<file path="config.mk">
export PLATFORM = sky130hd
export DESIGN_NAME = axi_write_arbiter
export DESIGN_NICKNAME = d
export VERILOG_FILES = /design/src/rtl/axi_write_arbiter.sv
export SDC_FILE = /design/constraint.sdc
export NUM_CORES = 1
export LEC_CHECK = 0
export ABC_AREA = 0
export BUFFER_PORTS_ARGS = -buffer_cell sky130_fd_sc_hd__buf_2
export CORE_AREA = 2 2 90 92
export CTS_BUF_LIST = sky130_fd_sc_hd__clkbuf_2
export CTS_CLUSTER_DIAMETER = 30
export CTS_CLUSTER_SIZE = 20
export DETAILED_ROUTE_END_ITERATION = 8
export DIE_AREA = 0 0 92 94
export HOLD_SLACK_MARGIN = 0.05
export PLACE_DENSITY = 0.61
export SKIP_CTS_REPAIR_TIMING = 1
export SLEW_MARGIN = 20
export SYNTH_ARGS = -nofsm -noshare
export SYNTH_HDL_FRONTEND = slang
export SYNTH_SLANG_ARGS = --single-unit
</file>
<file path="constraint.sdc">
create_clock -name clk -period 2.7 [get_ports clk]
set_input_delay 0.405 -clock clk [delete_from_list [all_inputs] [get_ports clk]]
set_output_delay 0.405 -clock clk [all_outputs]
set_load 0.01 [all_outputs]
</file>
<file path="src/rtl/axi_write_arbiter.sv">
// Two-master AXI write arbiter (CPU, bootloader) onto one interconnect port.
// One full AW/W/B transaction is owned at a time; round-robin on ties, boot-only in boot_mode.
module axi_write_arbiter #(
    parameter int ADDR_W = 32,
    parameter int DATA_W = 32
) (
    input  logic                clk,
    input  logic                rst_n,
    input  logic                boot_mode,

    input  logic [ADDR_W-1:0]   cpu_awaddr,
    input  logic                cpu_awvalid,
    output logic                cpu_awready,
    input  logic [DATA_W-1:0]   cpu_wdata,
    input  logic [DATA_W/8-1:0] cpu_wstrb,
    input  logic                cpu_wvalid,
    output logic                cpu_wready,
    output logic [1:0]          cpu_bresp,
    output logic                cpu_bvalid,
    input  logic                cpu_bready,

    input  logic [ADDR_W-1:0]   boot_awaddr,
    input  logic                boot_awvalid,
    output logic                boot_awready,
    input  logic [DATA_W-1:0]   boot_wdata,
    input  logic [DATA_W/8-1:0] boot_wstrb,
    input  logic                boot_wvalid,
    output logic                boot_wready,
    output logic [1:0]          boot_bresp,
    output logic                boot_bvalid,
    input  logic                boot_bready,

    output logic [ADDR_W-1:0]   m_awaddr,
    output logic                m_awvalid,
    input  logic                m_awready,
    output logic [DATA_W-1:0]   m_wdata,
    output logic [DATA_W/8-1:0] m_wstrb,
    output logic                m_wvalid,
    input  logic                m_wready,
    input  logic [1:0]          m_bresp,
    input  logic                m_bvalid,
    output logic                m_bready,

    output logic [1:0]          grant,
    output logic                busy
);

    localparam logic [1:0] IDLE = 2'd0;
    localparam logic [1:0] ADDR = 2'd1;
    localparam logic [1:0] RESP = 2'd2;

    logic [1:0] state;
    logic       aw_done, w_done;
    logic       last_boot;

    logic sel_boot, in_addr, in_resp;
    logic cpu_req, boot_req, win_cpu, win_boot;
    logic aw_hs, w_hs, b_hs;

    assign sel_boot = grant[1];
    assign in_addr  = (state == ADDR);
    assign in_resp  = (state == RESP);
    assign busy     = (state != IDLE);

    // boot_mode masks the CPU out of arbitration only; it never touches a granted transaction
    assign cpu_req  = cpu_awvalid && !boot_mode;
    assign boot_req = boot_awvalid;
    assign win_cpu  = cpu_req && (!boot_req || last_boot);
    assign win_boot = boot_req && (!cpu_req || !last_boot);

    // Datapath selects by the grant register; grant=00 falls through to the CPU side
    assign m_awaddr  = sel_boot ? boot_awaddr : cpu_awaddr;
    assign m_wdata   = sel_boot ? boot_wdata  : cpu_wdata;
    assign m_wstrb   = sel_boot ? boot_wstrb  : cpu_wstrb;
    assign m_awvalid = in_addr && !aw_done && (sel_boot ? boot_awvalid : cpu_awvalid);
    assign m_wvalid  = in_addr && !w_done  && (sel_boot ? boot_wvalid  : cpu_wvalid);
    assign m_bready  = in_resp && (sel_boot ? boot_bready : cpu_bready);

    assign cpu_awready  = in_addr && grant[0] && !aw_done && m_awready;
    assign cpu_wready   = in_addr && grant[0] && !w_done  && m_wready;
    assign boot_awready = in_addr && grant[1] && !aw_done && m_awready;
    assign boot_wready  = in_addr && grant[1] && !w_done  && m_wready;

    assign cpu_bvalid  = in_resp && grant[0] && m_bvalid;
    assign boot_bvalid = in_resp && grant[1] && m_bvalid;
    assign cpu_bresp   = grant[0] ? m_bresp : 2'b00;
    assign boot_bresp  = grant[1] ? m_bresp : 2'b00;

    assign aw_hs = m_awvalid && m_awready;
    assign w_hs  = m_wvalid && m_wready;
    assign b_hs  = m_bvalid && m_bready;

    always_ff @(posedge clk) begin
        if (!rst_n) begin
            state     <= IDLE;
            grant     <= 2'b00;
            aw_done   <= 1'b0;
            w_done    <= 1'b0;
            last_boot <= 1'b1;
        end else begin
            case (state)
                IDLE: begin
                    if (win_cpu || win_boot) begin
                        grant <= {win_boot, win_cpu};
                        state <= ADDR;
                    end
                end
                ADDR: begin
                    if (aw_hs) aw_done <= 1'b1;
                    if (w_hs)  w_done  <= 1'b1;
                    if ((aw_done || aw_hs) && (w_done || w_hs)) state <= RESP;
                end
                RESP: begin
                    // Back to IDLE only; re-arbitration waits for the next cycle
                    if (b_hs) begin
                        state     <= IDLE;
                        grant     <= 2'b00;
                        aw_done   <= 1'b0;
                        w_done    <= 1'b0;
                        last_boot <= grant[1];
                    end
                end
                default: state <= IDLE;
            endcase
        end
    end

endmodule

</file>
==> impl_metrics.csv, run 1 <==
group,metric,value,unit
outcome,status,"finished, final reports clean",
finish,syn_to_final_growth,97.4,%
route,drtPass1Iterations,4,
timing,fin_crit_sh,79.4,%
critical_path,crit_type,"reg -> out",
grt,grt_pass1_vias,1780,
critical_path,max_stage_delay,0.64,ns
synthesis,postSynthCellCount,138,
floorplan,start_util,17.3,%
synthesis,synth_warnings,0,
synthesis,yosysSeqAreaShare,10.6,%
route,first_iter_violations,24,
timing,fin_crit,2.14,ns
floorplan,core_region_area,0.00761,sq mm
finish,diodes,0,
timing,max_freq,0.466,GHz
clocking,cts_root_buffer,"clkbuf_2",
synthesis,synth_fp_nets,288,
finish,final_common_cell,"buf_2",
floorplan,die_w,92,um
finish,layout_common_cells,"buf_2, mux2_2",
clocking,clk_latency,0.22,ns
critical_path,worst_ep_arrival_time,1.74,ns
floorplan,io_pins,234,
grt,grt_pass1_wl,8420,um
synthesis,synth_edf_count,0,
grt,antenna_found_initial,0,
clocking,cts_tree,"built",
floorplan,fp-row-count,32,
finish,nets,517,
timing,slew_viol_final,0,
clocking,clock_sinks,7,
run,maxCapViolCount,0,
clocking,cts_buffers,3,
timing,fin_setup_tns,0,ns
route,wl,6150,um
placement,hpwlAfterDp,5420,um
route,drtAntennaViolNets,0,
grt,grt_start_max_net_pins,45,
timing,rsz0062_at_grt,"no",
synthesis,ys_seq_elements,7,
floorplan,die_y,94,um
timing,tightest_slew,0.458,ns
pwr,leakage,0.00141,uW
critical_path,crit_path_end_kind,"primary output",
finish,final_cell_area,0.00260,sq mm
synthesis,synth_cell_types,28,
critical_path,required,2.30,ns
clocking,cts.clk_slew.worst_paths,0.07,ns
placement,placed_area,0.00258,sq mm
placement,gp_congestion,0.724,
pwr,peakVddDrop,0.162,mV
timing,hold_viol_final,0,
critical_path,crit_fanout,44,
critical_path,cp.buffers_inverters,2,
synthesis,synthArstFlopShare,0,%
route,via_per_inst,4.07,
finish,drive_above_1_share,85.5,%
grt,grt-ovfl-total,0,
route,vias,1903,
pwr,p_per_area,244,mW/mm^2
clocking,h-tree-depth,1,
timing,slew_headroom,69.5,%
critical_path,crit_slowest_cell,"dfxtp_4",
grt,track_usage,12.1,%
timing,setup_viol_count_final,0,
hold_path,hp-class,"in -> reg",
critical_path,worstPathCellList,"buf_12 -> mux2_2 -> buf_2",
route,drc,0,
critical_path,path_delay_family,"flip-flops",
synthesis,synth_area,0.00132,sq mm
floorplan,die_area,0.00865,sq mm
placement,portBuffers,233,
route,wl_per_cell,13.1,um
critical_path,startpoint_type,"flip-flop",
timing,fin_skew,0.000145,ns
synthesis,avgSynthCellArea,9.54,sq um
clocking,cts_max_path_buffers,2,
synthesis,synthFlopType,"dfxtp_1",
flip-flops by register name, indices dropped and copies added (netlist names):
signal / cells
last_boot: 1
w_done: 1
state: 2
grant: 2
aw_done: 1
cell families after synthesis:
logic type             synth area share (%)
and+or+nand+nor                        18.4
AOI/OAI and AO/OA                      3.33
buffers and inverters                  4.47
muxes                                  63.1
DFF                                    10.6
cells in the mapped netlist, types with 3 or more instances:
master    instances  area [sq um]
and2_1            6          37.5
nand2b_1          3          18.8
dfxtp_1           7           140
mux2i_1           5          50.1
nor3_1            3          15.0
and3_1            6          37.5
nand2_1           6          22.5
mux2_2           68           766
nor2b_1           4          25.0
nor2_1            3          11.3
buf_2             8          40.0
layout make-up:
type / count / area (sq um)
inverter: 1 / 3.75
timing repair buffer: 234 / 1190
fill: 812 / 5010
multi-input combinational: 120 / 1120
clock buffer: 4 / 20.0
sequential: 7 / 144
tap: 102 / 128
path summary, 6_finish.rpt:
| check | from | to | cells after the start | slack (ns) |
|---|---|---|---|---|
| worst max register to register | grant[1] | grant[1] | 4 | 1.07 |
| worst min-delay path | rst_n | last_boot | 2 | 0.43 |
| worst min register to register | last_boot | last_boot | 2 | 0.50 |
| worst max-delay path | grant[1] | m_wdata[4] | 3 | 0.56 |
metrics by stage:
step                      total power [uW]  setup WS, ns  std cells  hold WS [ns]  utilization (%)
after floorplan                        346          1.01        138         0.455                -
after global placement                 560         0.811        464         0.504             33.9
after detailed placement               564         0.775        464         0.478             33.9
after CTS                              646         0.496        468         0.411             34.2
after global routing                   687         0.434        468         0.410             34.2
final                                  634         0.556        468         0.431             34.2
layer usage:
layer	vias up	part of all wire, %	GRT usage, %
li1	964	-	-
met1	834	39	14.7
met2	103	49	20.9
met3	2	11	4.57
met4	0	0.31	1.12
met5	-	0	0
power by group:
| group | switching (uW) | total [uW] | leakage, uW | internal [uW] |
|---|---|---|---|---|
| clock network | 36.8 | 76.1 | 0.0000166 | 39.4 |
| logic | 179 | 427 | 0.00134 | 248 |
| registers | 22.0 | 131 | 0.0000580 | 109 |
| total | 237 | 634 | 0.00141 | 397 |
(Power assumes the default switching activity.)
==> run 2: changes to the inputs <==
--- a/config.mk
+++ b/config.mk
@@ -5,16 +5,16 @@
 export SDC_FILE = /design/constraint.sdc
 export NUM_CORES = 1
 export LEC_CHECK = 0
-export ABC_AREA = 0
+export ABC_AREA = 1
 export BUFFER_PORTS_ARGS = -buffer_cell sky130_fd_sc_hd__buf_2
-export CORE_AREA = 2 2 90 92
+export CORE_AREA = 2 2 92 94
 export CTS_BUF_LIST = sky130_fd_sc_hd__clkbuf_2
 export CTS_CLUSTER_DIAMETER = 30
 export CTS_CLUSTER_SIZE = 20
 export DETAILED_ROUTE_END_ITERATION = 8
-export DIE_AREA = 0 0 92 94
+export DIE_AREA = 0 0 94 96
 export HOLD_SLACK_MARGIN = 0.05
-export PLACE_DENSITY = 0.61
+export PLACE_DENSITY = 0.6
 export SKIP_CTS_REPAIR_TIMING = 1
 export SLEW_MARGIN = 20
 export SYNTH_ARGS = -nofsm -noshare
==> constraint.sdc (replaced) <==
create_clock -name clk -period 2.15 [get_ports clk]
set_input_delay 0.3225 -clock clk [delete_from_list [all_inputs] [get_ports clk]]
set_output_delay 0.3225 -clock clk [all_outputs]
set_load 0.01 [all_outputs]
==> run 2 against run 1 <==
Net effect: global-route usage up 1.3 points; critical path type unchanged; critical path depth up 1; register-to-register slack worse by 0.35 ns; clock-buffer cell count unchanged; wire length up 8.8%; die area up 4.3%; sequential power up 56%.
==> impl_metrics.csv, run 2 <==
group,metric,value,unit
clocking,clock_sinks,7,
hold_path,holdPathStages,2,
route,first_iter_violations,92,
floorplan,die_y,96,um
hold_path,worstHoldStart,"rst_n",
pwr,p_int,805,uW
synthesis,synthTopCellsByArea,"nand2_1, dfxtp_1, buf_2",
clocking,cts_root_buffer,"clkbuf_2",
pwr,peakVddDrop,0.169,mV
critical_path,crit_fanout,79,
grt,grt_pass1_wl,9890,um
synthesis,synth_edf_count,0,
placement,gp_congestion,0.832,
pwr,power,1810,uW
finish,syn_to_final_growth,90.5,%
floorplan,start_util,17.5,%
pwr,switchingPower,1000,uW
critical_path,reg2regPathDepth,7,
timing,slew_viol_final,0,
pwr,p_per_area,671,mW/mm^2
critical_path,required,1.83,ns
synthesis,synthFlopType,"dfxtp_1",
clocking,clk_latency,0.24,ns
route,vias,2654,
synthesis,synth_fp_nets,461,
placement,dp_worst_setup_slack,0.656,ns
route,drtPass1Iterations,5,
floorplan,fp-row-count,33,
route,drc,0,
critical_path,worst_ep_arrival_time,1.42,ns
clocking,h-tree-depth,1,
synthesis,synth_warnings,0,
synthesis,yosysSeqAreaShare,9.92,%
pwr,sw_frac_of_total,55.4,%
critical_path,r2r_end,"grant[1]",
grt,grt_pass1_vias,2249,
clocking,cts_max_path_buffers,2,
finish,nets,685,
run,maxCapViolCount,0,
critical_path,crit_path_end_kind,"primary output",
grt,track_usage,13.3,%
critical_path,crit_type,"reg -> out",
finish,final_common_cell,"buf_2",
clocking,cts_tree,"built",
timing,max_freq,0.573,GHz
synthesis,postSynthCellCount,311,
critical_path,startpoint_type,"flip-flop",
finish,diodes,0,
critical_path,regToRegSetupSlack,0.72,ns
pwr,power.share.clock,5.6,%
synthesis,yosysTopAreaCell,"nand2_1",
synthesis,avgSynthCellArea,4.54,sq um
pwr,power_frac_comb,83.1,%
synthesis,ys_seq_elements,7,
pwr,seqPwrFrac,11.3,%
timing,setup_viol_count_final,0,
grt,grt_start_max_net_pins,80,
placement,portBuffers,233,
hold_path,holdPathEnd,"last_boot",
timing,fin_setup_tns,0,ns
grt,antenna_found_initial,0,
critical_path,timing.rr.start,"grant[1]",
timing,fin_crit,1.75,ns
timing,rsz0062_at_grt,"no",
floorplan,core_region_area,0.00805,sq mm
hold_path,hp-class,"in -> reg",
clocking,cts_buffers,3,
finish,top_regs,"grant (2), state (2)",
placement,hpwlAfterDp,5690,um
route,drtAntennaViolNets,0,
synthesis,synth_area,0.00141,sq mm
route,wl,6690,um
outcome,status,"finished, final reports clean",
timing,fin_crit_sh,81.2,%
floorplan,die_w,94,um
pwr,leakage,0.00184,uW
timing,fin_skew,0.0112,ns
synthesis,synthArstFlopShare,0,%
finish,drive_above_1_share,48.7,%
timing,fin_ws,0.405,ns
floorplan,die_area,0.00902,sq mm
route,wl_per_cell,10.5,um
finish,layout_common_cells,"buf_2, nand2_1, inv_1",
synthesis,yosys.area.top_type_share,60.6,%
timing,slew_headroom,79.1,%
grt,grt-ovfl-total,0,
timing,tightest_slew,0.314,ns
synthesis,synth.most_common_cell,"nand2_1",
floorplan,io_pins,234,
synthesis,synth_common_cells,"nand2_1, inv_1, buf_2",
timing,hold_viol_final,0,
synthesis,synth_cell_types,26,
clocking,cts.clk_slew.worst_paths,0.07,ns
route,via_per_inst,4.15,
run 2: logic make-up after synthesis:
group / after synthesis / share of synthesized area, %
AOI/OAI and AO/OA: 13 / 5.49
buffers and inverters: 34 / 10.6
DFF: 7 / 9.92
and+or+nand+nor: 257 / 74.0
run 2: final cells by class:
type	instances	area (sq um)
tap	105	131
inverter	18	70.1
fill	912	5360
sequential	7	141
multi-input combinational	270	1120
clock buffer	4	20.0
timing repair buffer	235	1210
run 2: worst max-delay path by stage:
| stage | startpoint | end | slack (ns) | depth (start not counted) |
|---|---|---|---|---|
| 2_1_floorplan | grant[1] | m_wdata[21] | 0.77 | 6 |
| 3_3_place_gp | grant[1] | m_wvalid | 0.67 | 4 |
| 3_5_place_dp | grant[1] | m_wvalid | 0.66 | 4 |
| 4_1_cts | grant[1] | m_wvalid | 0.38 | 4 |
| 5_1_grt | grant[1] | m_wvalid | 0.30 | 4 |
| 6_report | grant[1] | m_wvalid | 0.40 | 4 |
run 2: per-stage QoR:
step	utilization (%)	cells	hold WS, ns	area [sq um]
5_1_grt	33.4	639	0.309	2690
6_report	33.4	639	0.323	2690
4_1_cts	33.4	639	0.311	2690
2_1_floorplan	-	311	0.421	1410
3_3_place_gp	33.2	635	0.487	2670
3_5_place_dp	33.2	635	0.495	2670
run 2: worst max-delay path, stage by stage (launching register included):
cell and delay (ns):
dfxtp_2 0.37, buf_12 0.30, o21ai_0 0.18, nor3_1 0.16, buf_2 0.16
run 2: power by group through the flow:
stage / logic (uW) / registers (uW) / clock network, uW
after floorplan: 916 / 199 / 0
after global placement: 1490 / 205 / 0
after detailed placement: 1510 / 207 / 0
after CTS: 1520 / 204 / 103
after global routing: 1690 / 209 / 110
final: 1500 / 204 / 101
run 2: per-layer routing:
| metal | up-vias | global-route usage [%] | routed length [um] |
|---|---|---|---|
| li1 | 1383 | - | - |
| met1 | 1130 | 15.8 | 2640 |
| met2 | 137 | 25.1 | 3450 |
| met3 | 4 | 2.27 | 571 |
| met5 | - | 0 | 0 |
| met4 | 0 | 2.78 | 33 |
==> run 3: changes to the inputs <==
--- a/config.mk
+++ b/config.mk
@@ -14,7 +14,7 @@
 export DETAILED_ROUTE_END_ITERATION = 8
 export DIE_AREA = 0 0 94 96
 export HOLD_SLACK_MARGIN = 0.05
-export PLACE_DENSITY = 0.6
+export PLACE_DENSITY = 0.62
 export SKIP_CTS_REPAIR_TIMING = 1
 export SLEW_MARGIN = 20
 export SYNTH_ARGS = -nofsm -noshare
==> constraint.sdc (replaced) <==
create_clock -name clk -period 1.41 [get_ports clk]
set_input_delay 0.2115 -clock clk [delete_from_list [all_inputs] [get_ports clk]]
set_output_delay 0.2115 -clock clk [all_outputs]
set_load 0.01 [all_outputs]
==> run 3 against run 2 <==
Net effect: the flow now finishes with violations (setup timing); via count up 1.9%; combinational power grew 85%; core utilization is 4.3 points higher; worst setup slack worse by 0.51 ns; die area did not move; global-route usage barely moved; critical endpoint is now m_bready; design area is 13% higher; power grew 82%; hold slack worse by 0.12 ns; sequential power up 69%.
==> impl_metrics.csv, run 3 (synthesis gave the netlist of run 2 again) <==
group,metric,value,unit
grt,grt_pass1_wl,9930,um
placement,portBuffers,233,
timing,setup_viol_count_final,42,
finish,multi_input_area,0.00123,sq mm
grt,antenna_found_initial,0,
finish,final_common_cell,"buf_2",
critical_path,startpoint_type,"flip-flop",
route,drtAntennaViolNets,0,
timing,hold_viol_final,0,
timing,fin_ws,-0.108,ns
finish,final_cell_area,0.00304,sq mm
hold_path,holdPathEnd,"last_boot",
finish,drive_above_1_share,54.6,%
route,wl,7470,um
clocking,clock_sinks,7,
critical_path,worst_ep_arrival_time,1.31,ns
grt,grt-ovfl-total,0,
critical_path,required,1.20,ns
route,drc,0,
finish,nets,704,
floorplan,die_area,0.00902,sq mm
route,via_per_inst,4.11,
finish,nFillCells,880,
timing,tightest_slew,0.278,ns
timing,fin_skew,0.00382,ns
timing,slew_viol_final,0,
clocking,clk_latency,0.24,ns
clocking,cts_buffers,3,
grt,grt_pass1_vias,2239,
floorplan,io_pins,234,
pwr,peakVddDrop,0.359,mV
finish,syn_to_final_growth,115,%
outcome,status,"finished, violations left",
pwr,p_per_area,1080,mW/mm^2
placement,hpwlAfterDp,5790,um
route,wl_met3,676,um
finish,top_regs,"grant (2), state (2)",
hold_path,worstHoldStart,"rst_n",
clocking,cts_max_path_buffers,2,
placement,placed_area,0.00270,sq mm
clocking,h-tree-depth,1,
floorplan,fp-row-count,33,
route,wl_met2,3840,um
route,vias,2705,
timing,max_freq,0.659,GHz
clocking,cts_tree,"built",
floorplan,core_region_area,0.00805,sq mm
grt,track_usage,13.3,%
route,met1_length,2860,um
timing,fin_crit,1.52,ns
run,maxCapViolCount,0,
critical_path,reg2regPathDepth,10,
clocking,cts.clk_slew.worst_paths,0.08,ns
critical_path,timing.rr.start,"grant[1]",
route,maxUsedRoutingLayer,"met4",
pwr,leakage,0.00200,uW
floorplan,start_util,17.5,%
finish,register_area,145,sq um
route,first_iter_violations,46,
hold_path,hp-class,"in -> reg",
placement,gp_congestion,0.846,
hold_path,holdPathStages,2,
finish,diodes,0,
finish,layout_common_cells,"buf_2, nand2_1, nand2_2, buf_4, inv_1",
timing,fin_crit_sh,108,%
finish,finish.utilization,37.7,%
outcome,violations,"setup timing",
critical_path,crit_path_end_kind,"primary output",
critical_path,crit_type,"reg -> out",
clocking,cts_root_buffer,"clkbuf_2",
grt,grt_start_max_net_pins,40,
route,wl_per_cell,11.3,um
timing,rsz0062_at_grt,"yes",
timing,slew_headroom,81.5,%
critical_path,regToRegSetupSlack,-0.02,ns
floorplan,die_w,94,um
critical_path,r2r_end,"grant[1]",
floorplan,die_y,96,um
critical_path,crit_fanout,7,
route,drtPass1Iterations,4,
[run 3: worst max path at each step]
stage,startpoint,slack [ns],cells after the start,to
after floorplan,grant[1],0.14,6,m_wdata[21]
after global routing,grant[1],-0.15,6,m_bready
after detailed placement,grant[1],0.10,4,m_awaddr[29]
final,grant[1],-0.11,6,m_bready
after CTS,grant[1],-0.17,5,m_awaddr[29]
after global placement,grant[1],0.12,4,m_awaddr[29]
[run 3: per-stage QoR]
| stage | setup TNS (ns) | cells | setup WS, ns | total power, uW | hold slack (ns) |
|---|---|---|---|---|---|
| 5_1_grt | -6.47 | 658 | -0.149 | 3600 | 0.201 |
| 3_5_place_dp | 0 | 639 | 0.103 | 2680 | 0.448 |
| 3_3_place_gp | 0 | 639 | 0.117 | 2640 | 0.447 |
| 2_1_floorplan | 0 | 311 | 0.143 | 1700 | 0.310 |
| 6_report | -1.99 | 658 | -0.108 | 3280 | 0.201 |
| 4_1_cts | -7.37 | 643 | -0.169 | 2840 | 0.192 |
[run 3: power by group]
| group | total [uW] | switching [uW] | internal [uW] | leakage [uW] |
|---|---|---|---|---|
| logic | 2780 | 1570 | 1220 | 0.00193 |
| registers | 345 | 86.8 | 258 | 0.0000583 |
| clock network | 156 | 80.8 | 75.4 | 0.0000166 |
[run 3: layout make-up]
class,instances,area share (%)
sequential,7,4.78
clock buffer,4,0.659
inverter,18,2.64
multi-input combinational,270,40.5
timing repair buffer,254,47.1
tap,105,4.33
[run 3: layer usage]
| layer | vias to the layer above | GRT usage (%) |
|---|---|---|
| met4 | 0 | 2.66 |
| met1 | 1135 | 15.9 |
| met5 | - | 0 |
| met3 | 8 | 2.27 |
| met2 | 144 | 25.0 |
| li1 | 1418 | - |
[run 3: worst max-delay path, cell delays in order (launching register included)]
cell	delay, ns
dfxtp_4	0.44
clkinv_8	0.09
buf_6	0.14
buf_4	0.14
nand2_4	0.06
a21oi_4	0.06
buf_2	0.14
